## src/rtl/dmem_arbiter.sv

```systemverilog
// Two-requester arbiter for the single-port data memory: CPU has fixed priority,
// the DMA gets a starvation guard and a bounded locked burst.
module dmem_arbiter #(
  parameter int unsigned AW        = 16,
  parameter int unsigned DW        = 16,
  parameter int unsigned MAX_WAIT  = 4,
  parameter int unsigned BURST_MAX = 8
) (
  input  logic          clk,
  input  logic          rst_n,
  input  logic          cpu_req,
  input  logic [AW-1:0] cpu_addr,
  input  logic [DW-1:0] cpu_wdata,
  input  logic          cpu_wen,
  output logic          cpu_gnt,
  output logic          cpu_stall,
  output logic          cpu_rvalid,
  output logic [DW-1:0] cpu_rdata,
  input  logic          dma_req,
  input  logic          dma_lock,
  input  logic [AW-1:0] dma_addr,
  input  logic [DW-1:0] dma_wdata,
  input  logic          dma_wen,
  output logic          dma_gnt,
  output logic          dma_rvalid,
  output logic [DW-1:0] dma_rdata,
  output logic          mem_cs,
  output logic [AW-1:0] mem_addr,
  output logic [DW-1:0] mem_wdata,
  output logic          mem_wen,
  input  logic [DW-1:0] mem_rdata
);

  localparam int unsigned WCW = $clog2(MAX_WAIT + 1);
  localparam int unsigned BCW = $clog2(BURST_MAX + 1);

  typedef enum logic {
    ARB_CPU = 1'b0,
    ARB_DMA = 1'b1
  } arb_state_t;

  arb_state_t     r_state;
  arb_state_t     w_state_nx;
  logic [WCW-1:0] r_wait_cnt;
  logic [WCW-1:0] w_wait_nx;
  logic [BCW-1:0] r_beat_cnt;
  logic [BCW-1:0] w_beat_nx;
  logic           w_cpu_gnt;
  logic           w_dma_gnt;
  logic           w_wait_full;
  logic           w_beat_full;
  logic           r_cpu_rvalid;
  logic           r_dma_rvalid;
  logic [DW-1:0]  r_cpu_rdata;
  logic [DW-1:0]  r_dma_rdata;

  assign w_wait_full = (r_wait_cnt == WCW'(MAX_WAIT));
  assign w_beat_full = (r_beat_cnt == BCW'(BURST_MAX));

  // State, starvation counter and burst beat counter
  always_ff @(posedge clk or negedge rst_n) begin
    if (!rst_n) begin
      r_state    <= ARB_CPU;
      r_wait_cnt <= '0;
      r_beat_cnt <= '0;
    end else begin
      r_state    <= w_state_nx;
      r_wait_cnt <= w_wait_nx;
      r_beat_cnt <= w_beat_nx;
    end
  end

  // Winner selection and next-state logic
  always_comb begin
    w_state_nx = r_state;
    w_beat_nx  = r_beat_cnt;
    w_wait_nx  = r_wait_cnt;
    w_cpu_gnt  = 1'b0;
    w_dma_gnt  = 1'b0;

    if (r_state == ARB_DMA && dma_req && dma_lock) begin
      if (w_beat_full && cpu_req) begin
        w_cpu_gnt  = 1'b1;
        w_state_nx = ARB_CPU;
        w_beat_nx  = '0;
      end else begin
        w_dma_gnt = 1'b1;
        if (!w_beat_full) w_beat_nx = r_beat_cnt + BCW'(1);
      end
    end else begin
      // Burst ended (or never started): this cycle is arbitrated normally
      w_state_nx = ARB_CPU;
      w_beat_nx  = '0;
      if (cpu_req && dma_req) begin
        if (w_wait_full) w_dma_gnt = 1'b1;
        else             w_cpu_gnt = 1'b1;
      end else if (cpu_req) begin
        w_cpu_gnt = 1'b1;
      end else if (dma_req) begin
        w_dma_gnt = 1'b1;
      end
      if (w_dma_gnt && dma_lock) begin
        w_state_nx = ARB_DMA;
        w_beat_nx  = BCW'(1);
      end
    end

    if (!rst_n) begin
      w_cpu_gnt = 1'b0;
      w_dma_gnt = 1'b0;
    end

    if (w_dma_gnt)                   w_wait_nx = '0;
    else if (dma_req && !w_wait_full) w_wait_nx = r_wait_cnt + WCW'(1);
  end

  assign cpu_gnt   = w_cpu_gnt;
  assign dma_gnt   = w_dma_gnt;
  assign cpu_stall = cpu_req & ~w_cpu_gnt;

  assign mem_cs    = w_cpu_gnt | w_dma_gnt;
  assign mem_addr  = w_dma_gnt ? dma_addr  : (w_cpu_gnt ? cpu_addr  : '0);
  assign mem_wdata = w_dma_gnt ? dma_wdata : (w_cpu_gnt ? cpu_wdata : '0);
  assign mem_wen   = w_dma_gnt ? dma_wen   : (w_cpu_gnt ? cpu_wen   : 1'b1);

  // Read return tracking; rdata passes mem_rdata through on the valid cycle and holds after
  always_ff @(posedge clk or negedge rst_n) begin
    if (!rst_n) begin
      r_cpu_rvalid <= 1'b0;
      r_dma_rvalid <= 1'b0;
      r_cpu_rdata  <= '0;
      r_dma_rdata  <= '0;
    end else begin
      r_cpu_rvalid <= w_cpu_gnt & cpu_wen;
      r_dma_rvalid <= w_dma_gnt & dma_wen;
      if (r_cpu_rvalid) r_cpu_rdata <= mem_rdata;
      if (r_dma_rvalid) r_dma_rdata <= mem_rdata;
    end
  end

  assign cpu_rvalid = r_cpu_rvalid;
  assign dma_rvalid = r_dma_rvalid;
  assign cpu_rdata  = r_cpu_rvalid ? mem_rdata : r_cpu_rdata;
  assign dma_rdata  = r_dma_rvalid ? mem_rdata : r_dma_rdata;

endmodule

```

## config.mk

```make
export PLATFORM = sky130hd
export DESIGN_NAME = dmem_arbiter
export DESIGN_NICKNAME = d
export VERILOG_FILES = /design/src/rtl/dmem_arbiter.sv
export SDC_FILE = /design/constraint.sdc
export NUM_CORES = 1
export LEC_CHECK = 0
export ABC_CLOCK_PERIOD_IN_PS = 2400
export BUFFER_PORTS_ARGS = -buffer_cell sky130_fd_sc_hd__buf_2
export CAP_MARGIN = 30
export CORE_MARGIN = 3
export CORE_UTILIZATION = 40
export CTS_CLUSTER_SIZE = 30
export DETAILED_ROUTE_END_ITERATION = 7
export PLACE_DENSITY = 0.8
export SETUP_SLACK_MARGIN = 0.1
export SYNTH_ARGS = -nofsm -noshare
export SYNTH_HDL_FRONTEND = slang
export SYNTH_SLANG_ARGS = --single-unit
```

## constraint.sdc

```tcl
create_clock -name clk -period 2.4 [get_ports clk]
set_input_delay 0.12 -clock clk [delete_from_list [all_inputs] [get_ports clk]]
set_output_delay 0.12 -clock clk [all_outputs]
set_load 0.05 [all_outputs]
```

==> results by group <==
Place
  – Port bufs: 157
  – Placed Area: 2920 sq um
  – Pre-CTS setup slack: between 300 and 400 ps
  – Placer Congestion: 0.788
  – HPWL Detailed: between 4000 and 5000 um

Detailed routing
  – DR WL met2: 3070 um
  – Uppermost routed layer: met4
  – Drt drc: 0
  – DR WL/cell: roughly 15 um
  – Vias per std cell: roughly 5.0
  – Pre-antenna DRT Iters: 4
  – DRT Wirelength: between 6000 and 7000 um
  – Remaining antenna violation count: 0
  – Met1 wire length: 2390 um
  – Vias: roughly 2k
  – DR iter-0 viols: between 50 and 60
  – Routed wl met3: 528 um

Synthesis
  – Synth Area in XOR/XNOR: about 1.7%
  – Async SR Flop Fraction: between 90% and 100%
  – Adder-cell share of the synthesized area: 2.40%
  – Register bit count reported by yosys: 42
  – Synth Instances: 170
  – Sequential share of the synthesized area: approximately 50%
  – Mapped Area: between 2000 and 2500 sq um
  – Largest family of logic cells by synthesized area: multiplexers
  – Net Count, Synth: approximately 260
  – Synth area leader: dfrtp_1
  – Synth Area in Compound Gates: between 15 and 20%
  – Top cells by area, synth: dfrtp_1 (50%), mux2_2 (17%), a22o_1 (13%)
  – Yosys synthesis warning count: 0
  – Primary FF master, synth: dfrtp_1
  – Synth Area per Inst: roughly 12 sq um
  – Area share of and/or/nand/nor cells after synthesis: a little over 6%
  – Mux cell area share after synthesis: 18.3%
  – Post-synth cell types: 29
  – Share of the synthesized area in the top cell type: about 50%
  – EDFF count, synth: 0

Worst setup path
  – CP startpoint kind: flip-flop
  – Worst setup EP type: output port
  – Flop2flop setup slack: 800 ps
  – Reg2Reg Launch Point: r_beat_cnt[0]$_DFFE_PN0P_
  – Critical path class: reg -> out
  – Critical path fanouts, max: 16
  – CP Launch Point: r_beat_cnt[0]$_DFFE_PN0P_
  – Crit path DAT: about 2000 ps
  – Critical Path RT: roughly 2300 ps

Pwr
  – Pleak: 1.68 nW
  – Total power: approximately 3.1 mW
  – Worst vdd ir: ~420 uV
  – P per Cell Area: around 1000 nW/um^2

CTS
  – CTS Sinks: between 40 and 50
  – CTS max path bufs: 2
  – Skew-Pair Late Insertion Delay: 290 ps
  – CTS tree: yes
  – Clock root buffer: clkbuf_8
  – H-tree lvl count: 2
  – Clock transition at the registers of the reported paths: about 80 ps
  – Clock buffer count from CTS: 5

STA
  – Worst Tran Pin Value: around 750 ps
  – Setup ws final: 217 ps
  – Crit share post-route: 90.9%
  – Final TNS setup: 0 ps
  – RSZ-0062 raised after global routing: no
  – Final Slew Violations: 0
  – Max frequency: 458 MHz
  – Final Hold Fails: 0
  – Final setup vio count: 0
  – Max-slew headroom: about half
  – Minimum clock period: roughly 2200 ps
  – Post-Route Skew: 5.78 ps

Cells and area
  – Layout fillers: just under 400
  – # diodes: 0
  – Syn-to-layout area delta: 53.4%
  – Most common cell after layout, fill and taps aside: buf_2
  – Ratio of cells with drive above 1 in the final layout: a little over three fifths
  – Final net count: 422
  – Layout Utilization: 65.7%
  – Final instance area: between 3000 and 4000 sq um
  – Most frequent cells in the layout: buf_2 (125), dfrtp_1 (42), mux2_2 (32), a22o_1 (32), buf_4 (29)

Job
  – MaxCap Viol Count: 0

Floorplanning
  – Die width: 78.3 um
  – Core area: 4880 sq um
  – Rows: 25
  – IO Count: 158
  – Die extent in y: 78.3 um
  – Die Area: approximately 6100 sq um
  – Initial cell density of the core: between 40 and 50%

GRT
  – Largest net degree at the start of global routing: 40
  – Vias in the first global route: 2,060
  – First-pass GRT wire length: 9420 um
  – Total Routing Usage GR: ~19%
  – Initial antenna violation count: 0
  – GRT overflow: 0

Worst hold path
  – Hold path startpoint: dma_wen
  – Worst hold path type: in -> reg

Outcome
  – Status: complete, no violations
## per-stage QoR
stage,cells,hold WS (ps)
after floorplan,170,-176
after global placement,387,-33.9
after detailed placement,387,-31.7
after CTS,399,59.5
after global routing,399,68.2
final,399,71.3
## routing by layer
| metal | GRT usage (%) | vias up |
|---|---|---|
| met5 | 0 | - |
| met4 | 5.24 | 0 |
| met3 | 4.59 | 6 |
| met2 | 34.3 | 108 |
| met1 | 23.5 | 938 |
| li1 | - | 946 |
## cell usage after synthesis, types with 2 or more instances
cell type / n
dfrtp_1: 42
a22o_1: 32
mux2_2: 32
nand2_1: 7
nor2_1: 6
inv_1: 5
nand3_1: 5
a21oi_1: 4
buf_2: 4
ha_1: 4
and2_1: 3
buf_6: 3
clkbuf_1: 3
xnor2_1: 3
buf_1: 2
o21ai_0: 2
## sequential cells by signal, summed over array words and instances (netlist names)
name	flops
r_cpu_rdata	16
r_dma_rdata	16
r_beat_cnt	4
r_wait_cnt	3
cpu_rvalid	1
dma_rvalid	1
r_state	1
## cell type report
class | instances | area, sq um | share of cell area (%)
flip-flops and latches | 42 | 1050 | 32.8
clock inverters | 3 | 43.8 | 1.37
well taps | 67 | 83.8 | 2.62
multi-input cells | 111 | 961 | 30.0
repair buffers | 166 | 977 | 30.5
inverters | 5 | 18.8 | 0.586
clock buffers | 5 | 68.8 | 2.15
## cells by family (layout without fill, tap and decap cells)
family | count (synthesis) | count (layout)
DFF | 42 | 42
muxes | 34 | 34
AOI/OAI and AO/OA | 43 | 43
buffers and inverters | 17 | 179
adders and majority gates | 4 | 4
and+or+nand+nor | 26 | 26
xor gates and xnor gates | 4 | 4
## critical path: stages (launching register included)
cell     delay, ps
dfrtp_1        360
inv_1           50
ha_1           200
and3b_1        200
mux2i_2        220
o211a_4        220
buf_6          160
a22o_1         190
buf_6          170
## report_power, final
group / internal, mW / leakage, nW / switching, mW
Sequential: 0.893 / 0.514 / 0.0707
Clock: 0.312 / 0.0585 / 0.239
Combinational: 0.473 / 1.11 / 1.13
## path summary, 6_finish.rpt
kind | endpoint | cells after the start
worst max-delay path | mem_wdata[3] | 8
worst min-delay path | dma_rvalid$_DFF_PN0_ | 2
worst max register to register | dma_rvalid$_DFF_PN0_ | 7
worst min register to register | r_cpu_rdata[4]$_DFF_PN0_ | 1
max in group asynchronous | r_dma_rdata[14]$_DFF_PN0_ | 3
min in group asynchronous | r_state$_DFFE_PN0P_ | 2
## timing repair
| action | in CTS | in global routing |
|---|---|---|
| setup endpoints to repair | 33 | 35 |
| gates resized for setup | 33 | 13 |
| pin swaps | 1 | 1 |
| setup buffers | 3 | 0 |
| hold endpoints to repair | 3 | 0 |
| hold buffers | 1 | 0 |
No activity file was read; power rests on OpenSTA's default activity.
